### config.mk
export PLATFORM = sky130hd
export DESIGN_NAME = alu_pipe
export DESIGN_NICKNAME = d
export VERILOG_FILES = /design/src/rtl/alu_pipe.sv
export SDC_FILE = /design/constraint.sdc
export NUM_CORES = 1
export LEC_CHECK = 0
export BUFFER_PORTS_ARGS = -buffer_cell sky130_fd_sc_hd__buf_2
export CAP_MARGIN = 20
export CORE_MARGIN = 2
export CORE_UTILIZATION = 39
export CTS_BUF_LIST = sky130_fd_sc_hd__clkbuf_16
export DETAILED_ROUTE_END_ITERATION = 8
export GPL_TIMING_DRIVEN = 0
export PLACE_DENSITY = 0.59
export SLEW_MARGIN = 20
export SYNTH_ARGS = -nofsm -noshare
export SYNTH_HDL_FRONTEND = slang
export SYNTH_SLANG_ARGS = --single-unit
### constraint.sdc
create_clock -name clk -period 5.4 [get_ports clk]
set_clock_uncertainty 0.15 [all_clocks]
set_input_delay 0 -clock clk [delete_from_list [all_inputs] [get_ports clk]]
set_output_delay 0 -clock clk [all_outputs]
set_load 0.02 [all_outputs]
### src/rtl/alu_pipe.sv
// Two-stage pipelined ALU: NZCV flags, carry-chained ADC, valid/ready handshake on both sides.
// Define ALU_PIPE_SAT_EN to make ADD/SUB saturate on signed overflow.
module alu_pipe #(
  parameter int WIDTH = 4,
  parameter int SHW   = $clog2(WIDTH)
) (
  input  logic             clk,
  input  logic             rst,
  input  logic             in_valid,
  output logic             in_ready,
  input  logic [WIDTH-1:0] num1,
  input  logic [WIDTH-1:0] num2,
  input  logic [2:0]       opcode,
  output logic             out_valid,
  input  logic             out_ready,
  output logic [WIDTH-1:0] result,
  output logic             negative,
  output logic             zero,
  output logic             carry_out,
  output logic             overflow
);

  typedef enum logic [2:0] {
    OP_ADD = 3'b000,
    OP_SUB = 3'b001,
    OP_OR  = 3'b010,
    OP_AND = 3'b011,
    OP_XOR = 3'b100,
    OP_SHL = 3'b101,
    OP_SHR = 3'b110,
    OP_ADC = 3'b111
  } op_t;

  logic             s1_valid;
  logic [WIDTH-1:0] s1_a;
  logic [WIDTH-1:0] s1_b;
  op_t              s1_op;

  logic             adv;
  logic [WIDTH-1:0] add_b;
  logic             add_cin;
  logic [WIDTH:0]   sum;
  logic [WIDTH:0]   shl_ext;
  logic [WIDTH:0]   shr_ext;
  logic [SHW-1:0]   amt;
  logic [WIDTH-1:0] calc_res;
  logic             calc_c;
  logic             calc_v;

  assign adv      = !out_valid || out_ready;
  assign in_ready = adv;

  // One extra bit on each shift captures the last bit shifted out as the carry.
  always_comb begin
    amt      = s1_b[SHW-1:0];
    add_b    = (s1_op == OP_SUB) ? ~s1_b : s1_b;
    add_cin  = 1'b0;
    if (s1_op == OP_SUB)
      add_cin = 1'b1;
    else if (s1_op == OP_ADC)
      add_cin = carry_out;
    sum      = {1'b0, s1_a} + {1'b0, add_b} + {{WIDTH{1'b0}}, add_cin};
    shl_ext  = {1'b0, s1_a} << amt;
    shr_ext  = {s1_a, 1'b0} >> amt;
    calc_res = '0;
    calc_c   = 1'b0;
    calc_v   = 1'b0;
    case (s1_op)
      OP_ADD, OP_SUB, OP_ADC: begin
        calc_res = sum[WIDTH-1:0];
        calc_c   = sum[WIDTH];
        calc_v   = (s1_a[WIDTH-1] == add_b[WIDTH-1]) && (sum[WIDTH-1] != s1_a[WIDTH-1]);
      end
      OP_OR:  calc_res = s1_a | s1_b;
      OP_AND: calc_res = s1_a & s1_b;
      OP_XOR: calc_res = s1_a ^ s1_b;
      OP_SHL: begin
        calc_res = shl_ext[WIDTH-1:0];
        calc_c   = shl_ext[WIDTH];
      end
      OP_SHR: begin
        calc_res = shr_ext[WIDTH:1];
        calc_c   = shr_ext[0];
      end
      default: calc_res = '0;
    endcase
`ifdef ALU_PIPE_SAT_EN
    if ((s1_op == OP_ADD || s1_op == OP_SUB) && calc_v)
      calc_res = s1_a[WIDTH-1] ? {1'b1, {(WIDTH-1){1'b0}}} : {1'b0, {(WIDTH-1){1'b1}}};
`endif
  end

  // Flags hold across bubbles so ADC always chains off the last accepted op.
  always_ff @(posedge clk) begin
    if (rst) begin
      s1_valid  <= 1'b0;
      s1_a      <= '0;
      s1_b      <= '0;
      s1_op     <= OP_ADD;
      out_valid <= 1'b0;
      result    <= '0;
      negative  <= 1'b0;
      zero      <= 1'b0;
      carry_out <= 1'b0;
      overflow  <= 1'b0;
    end else if (adv) begin
      s1_valid  <= in_valid;
      s1_a      <= num1;
      s1_b      <= num2;
      s1_op     <= op_t'(opcode);
      out_valid <= s1_valid;
      if (s1_valid) begin
        result    <= calc_res;
        negative  <= calc_res[WIDTH-1];
        zero      <= (calc_res == '0);
        carry_out <= calc_c;
        overflow  <= calc_v;
      end
    end
  end

endmodule
==> results of run 1 <==
-- tightest hold or removal path, stage by stage --
cell and delay, ns:
buf_2 0.10, nor2b_4 0.05, clkbuf_1 0.20, nand2_1 0.11, a21oi_1 0.05
-- stage by stage --
| step | area [sq um] | total power, uW | hold slack, ns | utilization [%] | cells |
|---|---|---|---|---|---|
| floorplan | 1570 | 254 | -0.00955 | - | 194 |
| global placement | 1750 | 286 | 0.0944 | 44.4 | 268 |
| detailed placement | 1750 | 286 | 0.100 | 44.4 | 268 |
| CTS | 2020 | 501 | 0.167 | 51.1 | 288 |
| global route | 2020 | 523 | 0.227 | 51.1 | 288 |
| finish | 2020 | 498 | 0.155 | 51.1 | 288 |
-- per-layer routing --
layer / up-vias / part of all wire [%] / track usage [%]
li1: 765 / - / -
met1: 673 / 47 / 25.8
met2: 36 / 48 / 31.4
met3: 7 / 3.8 / 2.00
met4: 0 / 1.8 / 7.91
met5: - / 0 / 0
-- repair_timing --
action                    4_1_cts  5_1_grt
hold buffers                   16        0
buffers inserted                0        0
hold endpoints to repair       13        0
-- state kept, by name (all words and copies together), names as in the netlist --
| name | count |
|---|---|
| zero | 1 |
| overflow | 1 |
| carry_out | 1 |
| s1_op | 3 |
| out_valid | 1 |
| s1_a | 4 |
| result | 4 |
| s1_valid | 1 |
| s1_b | 4 |
-- cells by family (layout without fill, tap and decap cells) --
| kind of cell | Yosys count | after routing | synth area share (%) |
|---|---|---|---|
| buffers and inverters | 26 | 70 | 9.10 |
| adder cells (fa/ha/maj) | 14 | 14 | 12.1 |
| AND/OR/NAND/NOR | 73 | 73 | 23.0 |
| AO/OA/AOI/OAI | 44 | 44 | 19.1 |
| flip-flops | 20 | 20 | 25.5 |
| multiplexers | 10 | 10 | 7.26 |
| XOR/XNOR | 7 | 7 | 3.91 |
-- cells in the mapped netlist, types with 3 or more instances --
cell	count	area (sq um)
clkbuf_1	4	15.0
nand3_1	5	25.0
buf_2	3	15.0
ha_1	12	150
and3b_1	3	26.3
buf_6	4	45.0
inv_1	11	41.3
nor2b_1	3	18.8
a21oi_1	21	105
nand2_1	32	120
buf_4	3	22.5
nor2_1	12	45.0
dfxtp_1	20	400
nand3b_1	5	37.5
nand2b_1	8	50.1
xnor2_1	5	43.8
mux2i_1	8	80.1
a211oi_1	3	22.5
a2111oi_0	3	26.3
-- power by group through the flow --
stage | clock network, uW | registers [uW] | logic, uW
floorplan | 0 | 172 | 81.7
global placement | 0 | 170 | 116
detailed placement | 0 | 170 | 116
CTS | 209 | 167 | 125
global route | 213 | 169 | 141
finish | 206 | 167 | 125
-- how the worst max path moves through the flow --
| stage | startpoint | endpoint | slack, ns |
|---|---|---|---|
| after global placement | s1_op[0] | zero | 1.91 |
| after detailed placement | s1_op[0] | zero | 1.96 |
| after floorplan | s1_op[1] | result[1] | 2.56 |
| after CTS | s1_op[0] | zero | 1.97 |
| final | s1_op[1] | zero | 2.02 |
| after global routing | s1_op[0] | zero | 1.66 |
-- placed cells by master (no fill, tap or decap), drive strengths merged, types with 3 or more instances in the layout --
cell         instances
a211oi               3
xnor2                5
mux2i                8
a2111oi              4
dlygate4sd3         16
ha                  12
nand3                5
nand2b               8
inv                 11
clkbuf               7
buf                 35
nand2               32
o21ai                3
a21oi               21
nor2b                4
nor2                12
dfxtp               20
nand3b               5
and3b                3
-- area by class of cell --
class	instances	area, sq um
well taps	50	62.6
flip-flops and latches	20	400
plain buffers	15	101
multi-input cells	148	1020
clock inverters	1	30.0
fillers	356	1930
repair buffers	40	280
clock buffers	3	75.1
inverters	11	41.3
==> flow_summary.json, run 1 <==
{
  "synth_flop_cell": "dfxtp_1",
  "setup_slack_ns": 2.02,
  "yosysWarnings": 0,
  "path_buf_inv": 2,
  "grt_pass1_vias": 1417,
  "io_pins": 25,
  "tns_ns": 0,
  "switching_share_pct": 27.2,
  "setup_viol": 0,
  "crit_slowest_cell": "a2111oi_0",
  "min_to": "s1_op[2]",
  "vias": 1481,
  "p_leak_uw": 0.000889,
  "avgSynthCellArea_sq_um": 8.08,
  "numCtsBuffers": 3,
  "clkPwrFrac_pct": 41.4,
  "synth_edf_count": 0,
  "fmax_mhz": 296,
  "viasPerCell": 5.14,
  "synth_cells": 194,
  "cts.htree.levels": 1,
  "intPower_uw": 363,
  "row_count": 23,
  "r2r_cells": 11,
  "path_cells": "buf_4 > nand2b_1 > nor2_1 > xnor2_1 > fa_1 > inv_1 > fa_1 > xor2_1 > a2111oi_0 > and3b_1 > a31o_1",
  "yosys.cell_types.count": 42,
  "crit_path_end_kind": "flop",
  "die_h_microns": 67.4,
  "ys_ff_latch": 20,
  "crit_type": "flop to flop",
  "die-area_sq_mm": 0.00454,
  "dpl.hpwl_mm": 2.81,
  "drv_cap": 0,
  "clk_path_buf_depth": 2,
  "syn_nets": 223,
  "powerDensity_mw_per_mm2": 247,
  "rsz0062_at_grt": "no",
  "drv_slew": 0,
  "path_clk_slew_ns": 0.06,
  "cp_top_family": "simple AND/OR/NAND/NOR gates",
  "antenna_left": 0,
  "cts-root-buf": "clkbuf_16",
  "timing.rr.end": "zero",
  "coreArea_sq_mm": 0.00394,
  "power_frac_seq_pct": 33.5,
  "diodes": 0,
  "antenna_found_initial": 0,
  "post_drt_wl_per_cell_microns": 13.4,
  "start_util_pct": 39.8,
  "timing.rr.start": "s1_op[1]",
  "cts.sinks": 20,
  "post-route-min-period_ns": 3.38,
  "cp.depth": 11,
  "cts_repair_resize_count": 0,
  "pre_cts_ws_ns": 1.96,
  "hold_class": "primary input to flop",
  "fin_crit_sh_pct": 62.7,
  "cpPeakStageDelay_ns": 0.70,
  "final_layout_size_suffix_gt1_share_pct": 19.3,
  "portBuffers": 24,
  "min_from": "out_ready",
  "cp_max_fo": 10,
  "drt_first_pass_iters": 4,
  "outcome": "complete, no violations",
  "crit_path_start_kind": "flop",
  "hold_violations": 0,
  "required_ns": 5.45,
  "wirelength_mm": 3.86,
  "drtIter0Drc": 42,
  "combPwrFrac_pct": 25.2,
  "yosysSeqAreaShare_pct": 25.5,
  "clk_latency_ns": 0.26,
  "r2r_slack_ns": 2.02,
  "synth_area_sq_mm": 0.00157,
  "peakVddDrop_uv": 172,
  "async_reset_ff_share_pct": 0,
  "final_nets": 268,
  "power.switching_uw": 135,
  "overflow": 0,
  "grt_max_degree": 13,
  "fp.dieW_microns": 67.4,
  "worst_pin_slew_ns": 0.944,
  "grt.total_usage_pct": 19.2,
  "areaGrowthSynthToFinish_pct": 28.6,
  "slew_headroom_pct": 35.5,
  "cpMostUsedCell": "fa_1",
  "hold_path_depth": 5,
  "cts_tree": "yes",
  "drc_errors": 0,
  "worst_ep_arrival_time_ns": 3.43,
  "grt_pass1_wl_mm": 6.58,
  "gp_congestion": 0.872
}
Power figures use the tool's default switching activity.
==> inputs of run 2 (changes only) <==
--- a/config.mk
+++ b/config.mk
@@ -12,7 +12,7 @@
 export CTS_BUF_LIST = sky130_fd_sc_hd__clkbuf_16
 export DETAILED_ROUTE_END_ITERATION = 8
 export GPL_TIMING_DRIVEN = 0
-export PLACE_DENSITY = 0.59
+export PLACE_DENSITY = 0.61
 export SLEW_MARGIN = 20
 export SYNTH_ARGS = -nofsm -noshare
 export SYNTH_HDL_FRONTEND = slang
==> constraint.sdc (replaced) <==
create_clock -name clk -period 2.7 [get_ports clk]
set_clock_uncertainty 0.15 [all_clocks]
set_input_delay 0 -clock clk [delete_from_list [all_inputs] [get_ports clk]]
set_output_delay 0 -clock clk [all_outputs]
set_load 0.02 [all_outputs]
==> run 2 against run 1 <==
Effect of this change:
- combinational power grew to 2.5 times the previous value
- first-iteration DRC count grew 55%
- register-to-register slack lost 2.0 ns
- clock-buffer cell count is the same
- clock power grew 100%
- sequential power grew 100%
- design area grew 11%
- sequential share of layout area shrank 1.7 points
- final cell count grew 4.9%
- sequential cell count is the same
- via count grew 5.3%
- worst hold slack gained 0.017 ns
- critical path type unchanged
- critical endpoint unchanged
- largest cell class unchanged
==> flow_summary.json, run 2 (synthesis gave the netlist of run 1 again) <==
{
  "numCtsBuffers": 3,
  "worst_pin_slew_ns": 0.478,
  "outcome": "complete, no violations",
  "viasPerCell": 5.16,
  "worst_ep_arrival_time_ns": 2.72,
  "fp.dieW_microns": 67.4,
  "grt_pass1_vias": 1444,
  "antenna_left": 0,
  "vias": 1559,
  "path_clk_slew_ns": 0.06,
  "start_util_pct": 39.8,
  "die_h_microns": 67.4,
  "drt_first_pass_iters": 4,
  "gp_congestion": 0.899,
  "coreArea_sq_mm": 0.00394,
  "overflow": 0,
  "setup_slack_ns": 0.0286,
  "grt.total_usage_pct": 19.5,
  "grt_max_degree": 20,
  "post_drt_wl_per_cell_microns": 14.2,
  "hold_ws_ns": 0.172,
  "cts_tree": "yes",
  "layout_common_cells": "32 x nand2_1, 25 x buf_2, 19 x a21oi_1",
  "peakVddDrop_uv": 457,
  "p_leak_uw": 0.000980,
  "cts-root-buf": "clkbuf_16",
  "cp_max_fo": 6,
  "drtIter0Drc": 65,
  "portBuffers": 24,
  "powerDensity_mw_per_mm2": 474,
  "path_cells": "nand2b_4 > nor2_4 > xnor2_2 > fa_2 > inv_2 > fa_1 > mux2i_1 > a21oi_2 > a2111oi_4 > a31o_1",
  "diodes": 0,
  "cpPeakStageDelay_ns": 0.43,
  "crit_type": "flop to flop",
  "die-area_sq_mm": 0.00454,
  "placed_area_sq_mm": 0.00176,
  "post-route-min-period_ns": 2.67,
  "grt_pass1_wl_mm": 6.71,
  "final_layout_size_suffix_gt1_share_pct": 29.0,
  "layout_commonest_cell": "nand2_1",
  "slew_headroom_pct": 67.2,
  "final_util_pct": 56.8,
  "fmax_mhz": 374,
  "crit_slowest_cell": "fa_1",
  "clk_latency_ns": 0.26,
  "clk_path_buf_depth": 2,
  "pre_cts_ws_ns": -0.552,
  "hold_violations": 0,
  "crit_path_end_kind": "flop",
  "areaGrowthSynthToFinish_pct": 42.8,
  "crit_path_start_kind": "flop",
  "tns_ns": 0,
  "wirelength_mm": 4.28,
  "cts.sinks": 20,
  "final_nets": 282,
  "drv_cap": 0,
  "row_count": 23,
  "cts.htree.levels": 1,
  "fin_crit_sh_pct": 98.9,
  "top_regs": "result: 4 flops, s1_a: 4 flops, s1_b: 4 flops",
  "rsz0062_at_grt": "yes",
  "hold_class": "primary input to flop",
  "antenna_found_initial": 0,
  "drv_slew": 0,
  "io_pins": 25,
  "design_area_sq_mm": 0.00224,
  "setup_viol": 0,
  "drc_errors": 0,
  "dpl.hpwl_mm": 2.80,
  "required_ns": 2.75
}
## run 2: repair_timing
item | 4_1_cts | 5_1_grt
pin swaps | 8 | 6
endpoints found under the hold margin | 13 | 0
buffers inserted | 5 | 11
resized for setup | 18 | 8
endpoints found under the setup margin | 4 | 4
hold buffers | 16 | 0
## run 2: final cells by class
type / instances / area, sq um
fillers: 349 / 1700
multi-input cells: 148 / 1130
flip-flops and latches: 20 / 407
repair buffers: 56 / 398
plain buffers: 13 / 98.8
clock buffers: 3 / 75.1
well taps: 50 / 62.6
inverters: 11 / 41.3
clock inverters: 1 / 30.0
## run 2: routing by layer
layer  global-route usage, %  wire [microns]  part of all wire [%]  vias to the layer above
met4                    6.89             115                   2.7                        0
li1                        -               -                     -                      783
met5                       0               0                     0                        -
met3                    3.67             143                   3.3                       13
met1                    25.3            1960                    46                      724
met2                    32.2            2060                    48                       39
## run 2: power breakdown
part           switching [uW]  internal [uW]
combinational             162            153
clock                     117            294
sequential               20.7            315
total                     299            762
## run 2: metrics by stage
| stage | power, uW | std cells |
|---|---|---|
| 6_report | 1060 | 302 |
| 5_1_grt | 1110 | 302 |
| 4_1_cts | 1030 | 292 |
| 3_5_place_dp | 574 | 268 |
| 3_3_place_gp | 572 | 268 |
| 2_1_floorplan | 510 | 194 |
## run 2: critical path, delay by kind of cell, from the launching register on
kind                       cells  cell delay, ns
AOI/OAI and AO/OA              3            0.68
xor gates and xnor gates       1            0.08
adders and majority gates      2            0.80
buffers and inverters          1            0.06
DFF                            1            0.37
muxes                          1            0.19
and+or+nand+nor                2            0.29
## run 2: final timing paths
kind,start,to,slack [ns],depth (start not counted)
setup / recovery,s1_op[1],zero,0.03,10
setup reg to reg,s1_op[1],zero,0.03,10
hold reg to reg,result[0],result[0],0.31,2
hold / removal,out_ready,s1_valid,0.17,5
==> inputs of run 3 (changes only) <==
--- a/config.mk
+++ b/config.mk
@@ -5,8 +5,8 @@
 export SDC_FILE = /design/constraint.sdc
 export NUM_CORES = 1
 export LEC_CHECK = 0
+export ABC_AREA = 1
 export BUFFER_PORTS_ARGS = -buffer_cell sky130_fd_sc_hd__buf_2
-export CAP_MARGIN = 20
 export CORE_MARGIN = 2
 export CORE_UTILIZATION = 39
 export CTS_BUF_LIST = sky130_fd_sc_hd__clkbuf_16
==> run 3 against run 2 <==
Effect of this change:
- utilization is 4.7 points lower
- critical path depth up 6
- routed wire length down 10%
- maximum frequency up 6.9%
- first-iteration DRC count shrank 26%
- final cell count grew 1.7%
- non-clock buffer count shrank 22
- worst hold slack lost 0.13 ns
==> flow_summary.json, run 3 <==
{
  "setup_viol": 0,
  "grt_pass1_wl_mm": 6.58,
  "yosysTopAreaCellShare_pct": 27.8,
  "drv_slew": 0,
  "placed_area_sq_mm": 0.00162,
  "synth_top_family_by_area": "simple AND/OR/NAND/NOR gates",
  "synth_flop_cell": "dfxtp_1",
  "cts_tree": "yes",
  "cp-startpoint": "s1_op[1]",
  "viasPerCell": 4.96,
  "post_drt_wl_per_cell_microns": 12.5,
  "yosys.area_share.simple_pct": 28.1,
  "synth_edf_count": 0,
  "vias": 1522,
  "yosys-top-cells-area": "dfxtp_1 28%, nand2_1 11%, ha_1 10%, o21ai_0 7.3%, a21oi_1 6.9%",
  "cts.sinks": 20,
  "design_area_sq_mm": 0.00188,
  "numCtsBuffers": 3,
  "synth_common_cells": "41 x nand2_1, 26 x inv_1, 25 x nor2_1, 21 x o21ai_0",
  "antenna_found_initial": 0,
  "avgSynthCellArea_sq_um": 6.67,
  "timing.rr.start": "s1_op[1]",
  "fin_cells": 307,
  "grt_max_degree": 12,
  "synth_compound_area_share_pct": 16.5,
  "yosys.area_share.xor_xnor_pct": 3.04,
  "path_clk_slew_ns": 0.05,
  "min_from": "out_ready",
  "dpl.hpwl_mm": 2.93,
  "coreArea_sq_mm": 0.00361,
  "io_pins": 25,
  "wirelength_mm": 3.83,
  "clkPwrFrac_pct": 33.9,
  "powerDensity_mw_per_mm2": 479,
  "final_layout_size_suffix_gt1_share_pct": 19.3,
  "p_leak_uw": 0.000941,
  "path_cells": "nor2_2 > clkinv_2 > nor2_4 > xor2_2 > fa_2 > inv_2 > fa_2 > nor2_1 > nor2_1 > nand2_1 > nand2_1 > nor2_2 > nand2_1 > nor2_1 > nand3_1 > a21oi_2",
  "crit_path_end_kind": "flop",
  "ys_ff_latch": 20,
  "path_buf_inv": 2,
  "drv_cap": 0,
  "cp_top_family": "simple AND/OR/NAND/NOR gates",
  "yosysWarnings": 0,
  "final_util_pct": 52.1,
  "syn_nets": 245,
  "layout_commonest_cell": "nand2_1",
  "drc_errors": 0,
  "crit_type": "flop to flop",
  "switching_share_pct": 31.4,
  "dp.cells": 288,
  "fp.dieW_microns": 64.8,
  "top_regs": "result: 4 flops, s1_a: 4 flops, s1_b: 4 flops",
  "grt_pass1_vias": 1421,
  "cts-root-buf": "clkbuf_16",
  "combPwrFrac_pct": 28.2,
  "cp_max_fo": 7,
  "post-route-min-period_ns": 2.50,
  "overflow": 0,
  "worst_ep_arrival_time_ns": 2.54,
  "peakVddDrop_uv": 346,
  "die-area_sq_mm": 0.00420,
  "yosysSeqAreaShare_pct": 27.8,
  "fmax_mhz": 400,
  "synth.area.mux_share_pct": 0,
  "grt.total_usage_pct": 20.1,
  "crit_slowest_cell": "dfxtp_2",
  "clk_path_buf_depth": 2,
  "drt_first_pass_iters": 5,
  "gp_congestion": 0.853,
  "row_count": 22,
  "synth_area_sq_mm": 0.00144,
  "hold_class": "primary input to flop",
  "required_ns": 2.74,
  "synth_cells": 216,
  "antenna_left": 0,
  "cts.htree.levels": 1,
  "yosysTopAreaCell": "dfxtp_1",
  "final_nets": 289,
  "power_frac_seq_pct": 37.9,
  "clk_latency_ns": 0.25,
  "areaGrowthSynthToFinish_pct": 30.4,
  "outcome": "complete, no violations",
  "tns_ns": 0,
  "synth-adder-area-share_pct": 13.2,
  "hold_violations": 0,
  "crit_path_start_kind": "flop",
  "fin_crit_sh_pct": 92.6,
  "diodes": 0,
  "yosysMostFrequentCell": "nand2_1",
  "die_h_microns": 64.8,
  "intPower_uw": 617,
  "power.switching_uw": 282,
  "cpPeakStageDelay_ns": 0.35,
  "portBuffers": 24,
  "worst_pin_slew_ns": 0.499,
  "start_util_pct": 40.0,
  "totalPowerFinal_uw": 900,
  "layout_common_cells": "41 x nand2_1, 24 x inv_1, 24 x buf_2",
  "yosys.cell_types.count": 25,
  "rsz0062_at_grt": "no",
  "async_reset_ff_share_pct": 0,
  "slew_headroom_pct": 66.6,
  "drtIter0Drc": 48
}
## run 3: worst register-to-register path, delay by kind of cell, from the launching register on
family	cells	cell delay, ns
adders and majority gates	2	0.56
DFF	1	0.35
AOI/OAI and AO/OA	1	0.12
buffers and inverters	2	0.15
xor gates and xnor gates	1	0.18
and+or+nand+nor	10	0.95
## run 3: logic make-up after synthesis
| kind of cell | after synthesis |
|---|---|
| simple gates | 94 |
| compound gates | 46 |
| flops | 20 |
| buf+inv | 37 |
| xor+xnor | 5 |
| fa+ha+maj | 14 |
## run 3: per-stage QoR
stage	hold WS (ns)	worst slack (ns)
after CTS	0.0432	0.00743
final	0.0450	0.200
after global routing	0.123	0.0468
after floorplan	-0.0809	0.117
after detailed placement	0.0442	-0.267
after global placement	0.0467	-0.222
## run 3: final timing paths
| kind | to | slack, ns | depth (start not counted) |
|---|---|---|---|
| setup / recovery | zero | 0.20 | 16 |
| hold / removal | s1_a[0] | 0.05 | 4 |
| setup reg to reg | zero | 0.20 | 16 |
| hold reg to reg | s1_b[2] | 0.36 | 2 |
## run 3: layer usage
layer,wire [microns],track usage [%]
met5,0,0
met4,63,5.59
met3,190,2.95
met2,1880,35.2
met1,1700,25.7
## run 3: what timing repair did
action / in CTS / in global routing
gates resized for setup: 5 / 8
hold endpoints to repair: 14 / 0
pin swaps: 1 / 3
setup endpoints to repair: 3 / 3
hold buffers: 13 / 0
cloned: 0 / 0
setup buffers: 2 / 0
## run 3: power by group through the flow
| stage | Clock [uW] | Combinational [uW] | Sequential, uW |
|---|---|---|---|
| finish | 305 | 254 | 341 |
| global route | 325 | 289 | 344 |
| CTS | 312 | 251 | 340 |
| detailed placement | 0 | 227 | 347 |
| global placement | 0 | 225 | 346 |
| floorplan | 0 | 153 | 353 |
## run 3: cell type report
type,instances,area [sq um]
fillers,366,1730
inverters,29,110
clock inverters,1,3.75
repair buffers,39,265
flip-flops and latches,20,402
clock buffers,3,75.1
well taps,48,60.1
plain buffers,8,55.1
multi-input cells,159,908
